## config.mk

```make
export PLATFORM = sky130hd
export DESIGN_NAME = cla_seq_divider_16bit
export DESIGN_NICKNAME = d
export VERILOG_FILES = /design/src/rtl/cla_arith_pkg.sv /design/src/rtl/cla_sub_17bit.sv /design/src/rtl/cla_seq_divider_16bit.sv
export SDC_FILE = /design/constraint.sdc
export NUM_CORES = 1
export LEC_CHECK = 0
export ABC_AREA = 1
export BUFFER_PORTS_ARGS = -buffer_cell sky130_fd_sc_hd__buf_2
export CELL_PAD_IN_SITES_DETAIL_PLACEMENT = 0
export CELL_PAD_IN_SITES_GLOBAL_PLACEMENT = 1
export CORE_ASPECT_RATIO = 0.5
export CORE_MARGIN = 3
export CORE_UTILIZATION = 25
export CTS_CLUSTER_SIZE = 24
export DETAILED_ROUTE_END_ITERATION = 12
export HOLD_SLACK_MARGIN = 0.03
export PLACE_DENSITY = 0.55
export SLEW_MARGIN = 15
export SYNTH_ARGS = -nofsm -noshare
export SYNTH_HDL_FRONTEND = slang
export SYNTH_SLANG_ARGS = --single-unit
```

## constraint.sdc

```tcl
create_clock -name clk -period 3.7 [get_ports clk]
set_input_delay 0.37 -clock clk [delete_from_list [all_inputs] [get_ports clk]]
set_output_delay 0.37 -clock clk [all_outputs]
set_load 0.02 [all_outputs]
```

## src/rtl/cla_arith_pkg.sv

```systemverilog
// Shared arithmetic-unit definitions for the lookahead adder/divider slice.
//   state_e       : divider FSM state encoding (IDLE=0, RUN=1, DONE=2)
//   DIV_ZERO_QUOT : quotient reported for a zero divisor (all ones)
package cla_arith_pkg;

  localparam int unsigned DIV_WIDTH = 16;

  typedef enum logic [1:0] {
    S_IDLE = 2'd0,
    S_RUN  = 2'd1,
    S_DONE = 2'd2
  } state_e;

  localparam logic [DIV_WIDTH-1:0] DIV_ZERO_QUOT = '1;

endpackage

```

## src/rtl/cla_sub_17bit.sv

```systemverilog
// Combinational lookahead subtractor: diff = a - b, computed as a + ~b + 1.
//   a, b  : W-bit unsigned operands (W = 17 in the divider)
//   diff  : W-bit difference
//   cout  : carry out of the MSB; 0 means the subtraction borrowed
// Carries are resolved in 3-bit lookahead groups; groups chain through their
// carry-in. The operand vectors are zero-padded to a whole number of groups,
// so the padding bits never generate or propagate.
module cla_sub_17bit #(
  parameter int unsigned W = 17
) (
  input  logic [W-1:0] a,
  input  logic [W-1:0] b,
  output logic [W-1:0] diff,
  output logic         cout
);

  localparam int unsigned NG = (W + 2) / 3;
  localparam int unsigned WP = NG * 3;

  logic [WP-1:0] p;
  logic [WP-1:0] g;
  logic [WP-1:0] x;
  logic [WP:0]   c;

  always_comb begin
    p        = '0;
    g        = '0;
    x        = '0;
    c        = '0;
    p[W-1:0] = a | ~b;
    g[W-1:0] = a & ~b;
    x[W-1:0] = a ^ ~b;
    c[0]     = 1'b1;
    for (int unsigned i = 0; i < NG; i++) begin
      c[3*i+1] = g[3*i] | (p[3*i] & c[3*i]);
      c[3*i+2] = g[3*i+1] | (p[3*i+1] & g[3*i]) | (p[3*i+1] & p[3*i] & c[3*i]);
      c[3*i+3] = g[3*i+2] | (p[3*i+2] & g[3*i+1]) | (p[3*i+2] & p[3*i+1] & g[3*i])
               | (p[3*i+2] & p[3*i+1] & p[3*i] & c[3*i]);
    end
    diff = x[W-1:0] ^ c[W-1:0];
    cout = c[W];
  end

endmodule

```

## src/rtl/cla_seq_divider_16bit.sv

```systemverilog
// Iterative unsigned restoring divider, one quotient bit per clock.
//   clk, rst_n   : clock (rising edge), asynchronous active-low reset
//   start        : request, sampled only while ready=1
//   dividend     : numerator, captured on acceptance
//   divisor      : denominator, captured on acceptance
//   ready        : high in IDLE
//   done         : one-cycle pulse, results valid from this cycle
//   quotient     : registered quotient (all ones on divide-by-zero)
//   remainder    : registered remainder (dividend on divide-by-zero)
//   div_by_zero  : registered flag, set with done when divisor==0
module cla_seq_divider_16bit
  import cla_arith_pkg::*;
#(
  parameter int unsigned WIDTH = 16,
  parameter int unsigned CNT_W = 5
) (
  input  logic             clk,
  input  logic             rst_n,
  input  logic             start,
  input  logic [WIDTH-1:0] dividend,
  input  logic [WIDTH-1:0] divisor,
  output logic             ready,
  output logic             done,
  output logic [WIDTH-1:0] quotient,
  output logic [WIDTH-1:0] remainder,
  output logic             div_by_zero
);

  state_e           state_q, state_d;
  logic [WIDTH-1:0] rem_q, rem_d;
  logic [WIDTH-1:0] q_q, q_d;
  logic [CNT_W-1:0] cnt_q, cnt_d;
  logic [WIDTH-1:0] dvs_q, dvs_d;
  logic [WIDTH-1:0] quot_q, quot_d;
  logic [WIDTH-1:0] remr_q, remr_d;
  logic             dbz_q, dbz_d;

  logic [WIDTH:0]   s;
  logic [WIDTH:0]   sub_diff;
  logic             sub_cout;
  logic             borrow;
  logic [WIDTH:0]   rem_sel;
  logic             rem_msb_unused;

  cla_sub_17bit #(
    .W (WIDTH + 1)
  ) u_sub (
    .a    (s),
    .b    ({1'b0, dvs_q}),
    .diff (sub_diff),
    .cout (sub_cout)
  );

  // The 17-bit partial remainder is always below the divisor after a
  // restoring step, so its MSB is zero and only the low WIDTH bits are kept.
  always_comb begin
    s              = {rem_q, q_q[WIDTH-1]};
    borrow         = ~sub_cout;
    rem_sel        = borrow ? s : sub_diff;
    rem_msb_unused = rem_sel[WIDTH];
  end

  always_comb begin
    state_d = state_q;
    rem_d   = rem_q;
    q_d     = q_q;
    cnt_d   = cnt_q;
    dvs_d   = dvs_q;
    quot_d  = quot_q;
    remr_d  = remr_q;
    dbz_d   = dbz_q;
    unique case (state_q)
      S_IDLE: begin
        if (start) begin
          dvs_d = divisor;
          dbz_d = 1'b0;
          if (divisor == '0) begin
            state_d = S_DONE;
            quot_d  = DIV_ZERO_QUOT;
            remr_d  = dividend;
            dbz_d   = 1'b1;
          end else begin
            state_d = S_RUN;
            rem_d   = '0;
            q_d     = dividend;
            cnt_d   = '0;
          end
        end
      end
      S_RUN: begin
        rem_d = rem_sel[WIDTH-1:0];
        q_d   = {q_q[WIDTH-2:0], ~borrow};
        cnt_d = cnt_q + CNT_W'(1);
        if (cnt_q == CNT_W'(WIDTH - 1)) begin
          state_d = S_DONE;
          quot_d  = q_d;
          remr_d  = rem_d;
          dbz_d   = 1'b0;
        end
      end
      S_DONE:  state_d = S_IDLE;
      default: state_d = S_IDLE;
    endcase
  end

  always_ff @(posedge clk or negedge rst_n) begin
    if (!rst_n) begin
      state_q <= S_IDLE;
      rem_q   <= '0;
      q_q     <= '0;
      cnt_q   <= '0;
      dvs_q   <= '0;
      quot_q  <= '0;
      remr_q  <= '0;
      dbz_q   <= 1'b0;
    end else begin
      state_q <= state_d;
      rem_q   <= rem_d;
      q_q     <= q_d;
      cnt_q   <= cnt_d;
      dvs_q   <= dvs_d;
      quot_q  <= quot_d;
      remr_q  <= remr_d;
      dbz_q   <= dbz_d;
    end
  end

  always_comb begin
    ready       = (state_q == S_IDLE);
    done        = (state_q == S_DONE);
    quotient    = quot_q;
    remainder   = remr_q;
    div_by_zero = dbz_q;
  end

endmodule

```

## Word level (Yosys, flattened, before mapping)

Cells that the tools add are included.

- Register bits: 88
- Bits in latches: 0
- Bits in writable memories: 0
- Bits in read-only memories: 0
- Input port bits: 35
- Output and inout port bits: 35
- Word-level logic and storage cells: 132
- Memories: 0

- Add/sub/neg operators: 1
- Multiply operators: 0
- Div/mod/pow operators: 0
- Magnitude comparators: 0
- Eq/ne operators: 7
- Shift-type cells: 0
- Multiplexer cells: 26
- Bitwise operators: 82
- Reduce and logical (&&, ||, !) cells: 8

Operators by type and width:

| kind | number |
|---|---|
| $mux W16 | 11 |
| $pmux W16 S2 | 4 |
| $and A1 B1 Y1 | 45 |
| $or A1 B1 Y1 | 32 |
| $xor A16 B16 Y16 | 2 |
| $and A17 B17 Y17 | 1 |
| $not A16 Y17 | 1 |
| $or A17 B17 Y17 | 1 |
| $logic_not A16 Y1 | 1 |
| $mux W5 | 2 |
| $pmux W5 S2 | 1 |
| $mux W2 | 3 |
| $ne A2 B2 Y1 const B | 3 |
| $reduce_and A3 Y1 | 2 |
| $add A5 B1 Y5 const B | 1 |
| $eq A5 B4 Y1 const B | 1 |
| $pmux W2 S2 | 1 |
| $reduce_and A2 Y1 | 2 |
| $reduce_and A4 Y1 | 1 |
| $mux W1 | 3 |
| $eq A2 B1 Y1 const B | 1 |
| $eq A2 B2 Y1 const B | 1 |
| $logic_not A2 Y1 | 1 |
| $ne A2 B1 Y1 const B | 1 |
| 2 further kinds | 2 |

## Logic depth before layout (Yosys ltp)

- Word-level depth: 19
- Mapped depth: 21
- Gate-level depth less buffers: 20

## Hierarchy

A second synthesis with hierarchy kept.

- Cells, all modules: 660
- Area, all modules: 5167.5 um^2

By module, submodules not included:

| module | instances | cells each | area an instance (um^2) | sequential area each (um^2) |
|---|---|---|---|---|
| cla_seq_divider_16bit | 1 | 509 | 4122.7 | 2202.1 |
| cla_sub_17bit | 1 | 151 | 1044.8 | 0.0 |

## Worst setup path before layout

No wires, ideal clock.

- Path kind: reg2reg
- Start: register rem_q[3]
- End: register remr_q[13] (netlist: remainder[13])
- Library setup time: 0.113 ns
- Arrival: 1.971 ns
- Data required time: 3.587 ns
- Slack: 1.616 ns
- Cell stages (with the launch flop): 17
- Path buffers: 0
- Period minus slack after synthesis: 2.084 ns
- Cell sequence: dfrtp_1 > inv_1 > ha_1 > nor3_1 > nand2_1 > nand2_2 > nand2_2 > nand2_2 > nand2_2 > nand2_4 > inv_1 > fa_1 > xnor2_1 > nand3_2 > nand3_1 > nand2_1 > inv_1

- Cells in the longest elaborated chain, start to end: 16
- Elaborated cells on any way between the ends: 24
- Those cells by class: mux (3); bitwise (21)

Ends and longest elaborated chain:

| item | line | RTL |
|---|---|---|
| from (decl) | cla_seq_divider_16bit.sv:30 | `logic [WIDTH-1:0] rem_q, rem_d;` |
| from (signal assigned) | cla_seq_divider_16bit.sv:118 | `rem_q <= rem_d;` |
| $and A17 B17 Y17 / $or A17 B17 Y17 (equally long branches) | cla_sub_17bit.sv:31, cla_sub_17bit.sv:30 |  |
| $and A1 B1 Y1, on equally long branches | cla_sub_17bit.sv:37, cla_sub_17bit.sv:38 |  |
| $or A1 B1 Y1, or another cell as far along | cla_sub_17bit.sv:37 | `c[3*i+3] = g[3*i+2] \| (p[3*i+2] & g[3*i+1]) \| (p[3*i+2] & p[3*i+1] & g[3*i])` |
| $or A1 B1 Y1 / $and A1 B1 Y1 (equally long branches) | cla_sub_17bit.sv:37, cla_sub_17bit.sv:38 |  |
| $or A1 B1 Y1 * | cla_sub_17bit.sv:38 | `\| (p[3*i+2] & p[3*i+1] & p[3*i] & c[3*i]);` |
| $and A1 B1 Y1 * | cla_sub_17bit.sv:38 |  |
| $or A1 B1 Y1 * | cla_sub_17bit.sv:38 |  |
| $and A1 B1 Y1 * | cla_sub_17bit.sv:38 |  |
| $or A1 B1 Y1 * | cla_sub_17bit.sv:38 |  |
| $and A1 B1 Y1 | cla_sub_17bit.sv:38 |  |
| $or A1 B1 Y1 | cla_sub_17bit.sv:38 |  |
| $and A1 B1 Y1 | cla_sub_17bit.sv:36 | `c[3*i+2] = g[3*i+1] \| (p[3*i+1] & g[3*i]) \| (p[3*i+1] & p[3*i] & c[3*i]);` |
| $or A1 B1 Y1 | cla_sub_17bit.sv:36 |  |
| $mux W16 * | cla_seq_divider_16bit.sv:59 | `rem_sel = borrow ? s : sub_diff;` |
| $mux W16 * | cla_seq_divider_16bit.sv:94 | `if (cnt_q == CNT_W'(WIDTH - 1)) begin` |
| $pmux W16 S2 * | cla_seq_divider_16bit.sv:72 | `unique case (state_q)` |
| to (signal assigned) | cla_seq_divider_16bit.sv:123 | `remr_q <= remr_d;` |
| to (decl) | cla_seq_divider_16bit.sv:35 | `logic [WIDTH-1:0] remr_q, remr_d;` |

Every way passes the cells marked *; elsewhere a longest branch is shown, timed or not. The select of a mux whose other input is x is not followed.
A chain may end at the register's enable or synchronous reset.

## Final worst setup path

- Start: register cnt_q[0]
- End: register quot_q[5] (netlist: quotient[5])

- Cells in the longest elaborated chain, start to end: 3

Ends and longest elaborated chain:

| item | line | RTL |
|---|---|---|
| from (decl) | cla_seq_divider_16bit.sv:32 | `logic [CNT_W-1:0] cnt_q, cnt_d;` |
| from (signal assigned) | cla_seq_divider_16bit.sv:120 | `cnt_q <= cnt_d;` |
| $eq A5 B4 Y1 | cla_seq_divider_16bit.sv:94 |  |
| $ne A2 B2 Y1 (no source line) | n/a |  |
| $reduce_and A4 Y1 (no source line) | n/a |  |
| to (signal assigned) | cla_seq_divider_16bit.sv:122 | `quot_q <= quot_d;` |
| to (decl) | cla_seq_divider_16bit.sv:34 | `logic [WIDTH-1:0] quot_q, quot_d;` |

No other way between the ends.

==> impl_metrics.env <==
export IMPL_worst_path_buf_inv=4
export IMPL_synthesis_nets=681
export IMPL_cp_arrival_ns=2.81
export IMPL_synth_area_leader_cell="dfrtp_1"
export IMPL_cts_setup_buffers=0
export IMPL_synthArstFlopShare=1.00
export IMPL_p_int_mw=3.14
export IMPL_yosysTopAreaCellShare=0.438
export IMPL_clockBufferDepth=2
export IMPL_overflow=0
export IMPL_seqPwrFrac=0.289
export IMPL_cts_sinks=88
export IMPL_skew_ns=0.0128
export IMPL_grt_pass1_vias=3898
export IMPL_hpwlAfterDp_mm=10.1
export IMPL_power_switching_mw=2.93
export IMPL_synth_most_common_cell="inv_1"
export IMPL_tightest_slew_ns=0.900
export IMPL_reg2reg_depth=12
export IMPL_io_buffers=69
export IMPL_pwr_density_cell_nw_per_um2=1020
export IMPL_multi_input_area_sq_um=2300
export IMPL_regToRegEndpoint="quotient[5]"
export IMPL_crit_top_cell="nand2_1"
export IMPL_wl_per_cell_um=14.6
export IMPL_syn_area_sq_um=5030
export IMPL_rows=35
export IMPL_clock_latency_ns=0.35
export IMPL_finish_utilization=0.312
export IMPL_fin_cells=933
export IMPL_leakage_nw=2.96
export IMPL_ir_worst_vdd_v=0.000298
export IMPL_combPwrFrac=0.546
export IMPL_drive_gt1_frac=0.194
export IMPL_crit_path_end_kind="register"
export IMPL_hold_viol=0
export IMPL_post_route_drc_count=0
export IMPL_status="complete, no violations"
export IMPL_r2r_start="cnt_q[0]"
export IMPL_cts_tree="yes"
export IMPL_crit_path_max_incr_delay_ns=0.50
export IMPL_postRouteWirelength_mm=13.7
export IMPL_first_iter_violations=256
export IMPL_fin_crit_sh=0.705
export IMPL_syn_area_per_cell_sq_um=8.28
export IMPL_fp_dieH_um=106
export IMPL_initial_core_util=0.264
export IMPL_slew_violations=0
export IMPL_pwr_share_clk=0.164
export IMPL_synthTopCellsByCount="inv_1, nand2_1, dfrtp_1, o21ai_0, nand3_1"
export IMPL_path_delay_family="buffers and inverters"
export IMPL_startpoint_type="register"
export IMPL_core_area_sq_um=19000
export IMPL_synth_flop_cell="dfrtp_1"
export IMPL_dp_cells=917
export IMPL_min_delay_path_class="in2async"
export IMPL_first_pass_iters=7
export IMPL_synthTopCellsByArea="dfrtp_1, ha_1, inv_1"
export IMPL_htree_levels=3
export IMPL_grt_first_pass_wirelength_mm=22.5
export IMPL_seq_area_sq_um=2200
export IMPL_post_drt_via_cell_ratio=4.32
export IMPL_swShare=0.482
export IMPL_maxCapViolCount=0
export IMPL_num_antenna_cells=0
export IMPL_nets=742
export IMPL_total_power_mw=6.07
export IMPL_antenna_found_initial=0
export IMPL_critical_path_slowest_cell="clkinv_1"
export IMPL_synth_edff_count=0
export IMPL_yosys_cell_types_count=35
export IMPL_clk_pin_slew_worst_paths_ns=0.08
export IMPL_ant_nets=0
export IMPL_die_area_sq_um=22000
export IMPL_cts_root_buf="clkbuf_16"
export IMPL_rsz0062_at_grt="false"
export IMPL_path_max_fanout=27
export IMPL_synthCells=608
export IMPL_ys_seq_elements=88
export IMPL_ios=70
export IMPL_min_period_ns=2.61
export IMPL_fp_dieW_um=207
export IMPL_tns_ns=0
export IMPL_setup_viol=0
export IMPL_ys_seq_area_frac=0.438
export IMPL_relSlewSlack=0.399
export IMPL_syn_to_final_growth_pct=18.2
export IMPL_cts_hold_buf=0
export IMPL_fin_hold_ws_ns=0.0388
export IMPL_worst_r2r_setup_slack_ns=1.09
export IMPL_grt_max_degree=53
export IMPL_cp_required_ns=3.90
export IMPL_fmax_mhz=383
export IMPL_path_cells="ha_1, inv_1, nor3_1, ha_1, nand2_1, nand2_1, nand2_1, buf_4, clkinv_1, buf_4, nor2_1, a31oi_1"
export IMPL_vias=4026
export IMPL_ys_warn_count=0
export IMPL_ctsResizeCount=0
export IMPL_gp_congestion=0.764
export IMPL_path_class="reg2reg"
export IMPL_track_usage=0.131
export IMPL_fillers=2052
export IMPL_cts_buffers=9
-- flip-flops by register name, summed over array words and instances (netlist names) --
| name | flops |
|---|---|
| div_by_zero | 1 |
| quotient | 16 |
| state_q | 2 |
| cnt_q | 5 |
| dvs_q | 16 |
| rem_q | 16 |
| q_q | 16 |
| remainder | 16 |
-- layer usage --
metal  part of all wire  GRT usage  vias to the layer above  routed length, um
met4             0.0061     0.0223                        0                 83
met5                  0          0                        -                  0
li1                   -          -                     2070                  -
met3              0.047     0.0294                        4                649
met2               0.40      0.175                       69               5510
met1               0.54      0.211                     1883               7430
-- worst max-delay path by stage --
stage,startpoint,to,slack [ns],cells past startpoint
6_report,cnt_q[0],quotient[5],1.09,12
5_1_grt,cnt_q[0],quotient[9],0.76,12
4_1_cts,cnt_q[0],quotient[5],1.05,12
3_5_place_dp,cnt_q[0],quotient[11],1.07,12
3_3_place_gp,state_q[0],cnt_q[2],1.08,8
2_1_floorplan,rem_q[3],remainder[13],1.62,16
-- through the flow --
step	area, sq um	worst slack (ns)
final	5950	1.09
after global routing	5950	0.757
after CTS	5950	1.05
after detailed placement	5630	1.07
after global placement	5630	1.08
after floorplan	5030	1.62
-- power by group through the flow --
stage	clock network, mW	registers [mW]	logic [mW]
2_1_floorplan	0	1.86	2.42
3_3_place_gp	0	1.78	3.34
3_5_place_dp	0	1.78	3.34
4_1_cts	1.03	1.77	3.37
5_1_grt	1.08	1.82	3.80
6_report	0.997	1.76	3.32
-- cell type report --
cell class              instances  area share
repair buffers                 76      0.0673
clock buffers                   9      0.0379
inverters                     108      0.0682
flip-flops and latches         88       0.370
multi-input cells             386       0.386
clock inverters                 7      0.0156
well taps                     259      0.0545
-- cell families (layout without fill, tap and decap cells) --
group	count (synthesis)	count (layout)	share of synthesized area
and+or+nand+nor	243	243	0.236
DFF	88	88	0.438
buffers and inverters	134	200	0.107
xor gates and xnor gates	10	10	0.0174
AOI/OAI and AO/OA	95	95	0.101
adders and majority gates	38	38	0.100
-- layout by cell type, fill, tap and decap left out, drive strengths merged --
| cell | Yosys | routed |
|---|---|---|
| o21ai | 47 | 47 |
| fa | 4 | 4 |
| clkbuf | 20 | 9 |
| xor2 | 2 | 2 |
| nand2 | 110 | 110 |
| o21bai | 1 | 1 |
| clkinv | 1 | 1 |
| bufinv | 0 | 1 |
| xnor2 | 8 | 8 |
| nor3 | 11 | 11 |
| dfrtp | 88 | 88 |
| buf | 6 | 76 |
| a31oi | 15 | 15 |
| or2 | 16 | 16 |
| ha | 34 | 34 |
| a21oi | 28 | 28 |
| nor2 | 34 | 34 |
| a32o | 1 | 1 |
| inv | 107 | 113 |
| o22ai | 2 | 2 |
| a21o | 1 | 1 |
| nand4 | 19 | 19 |
| nand3 | 53 | 53 |
Note: power is estimated with default switching activity, not from simulation.
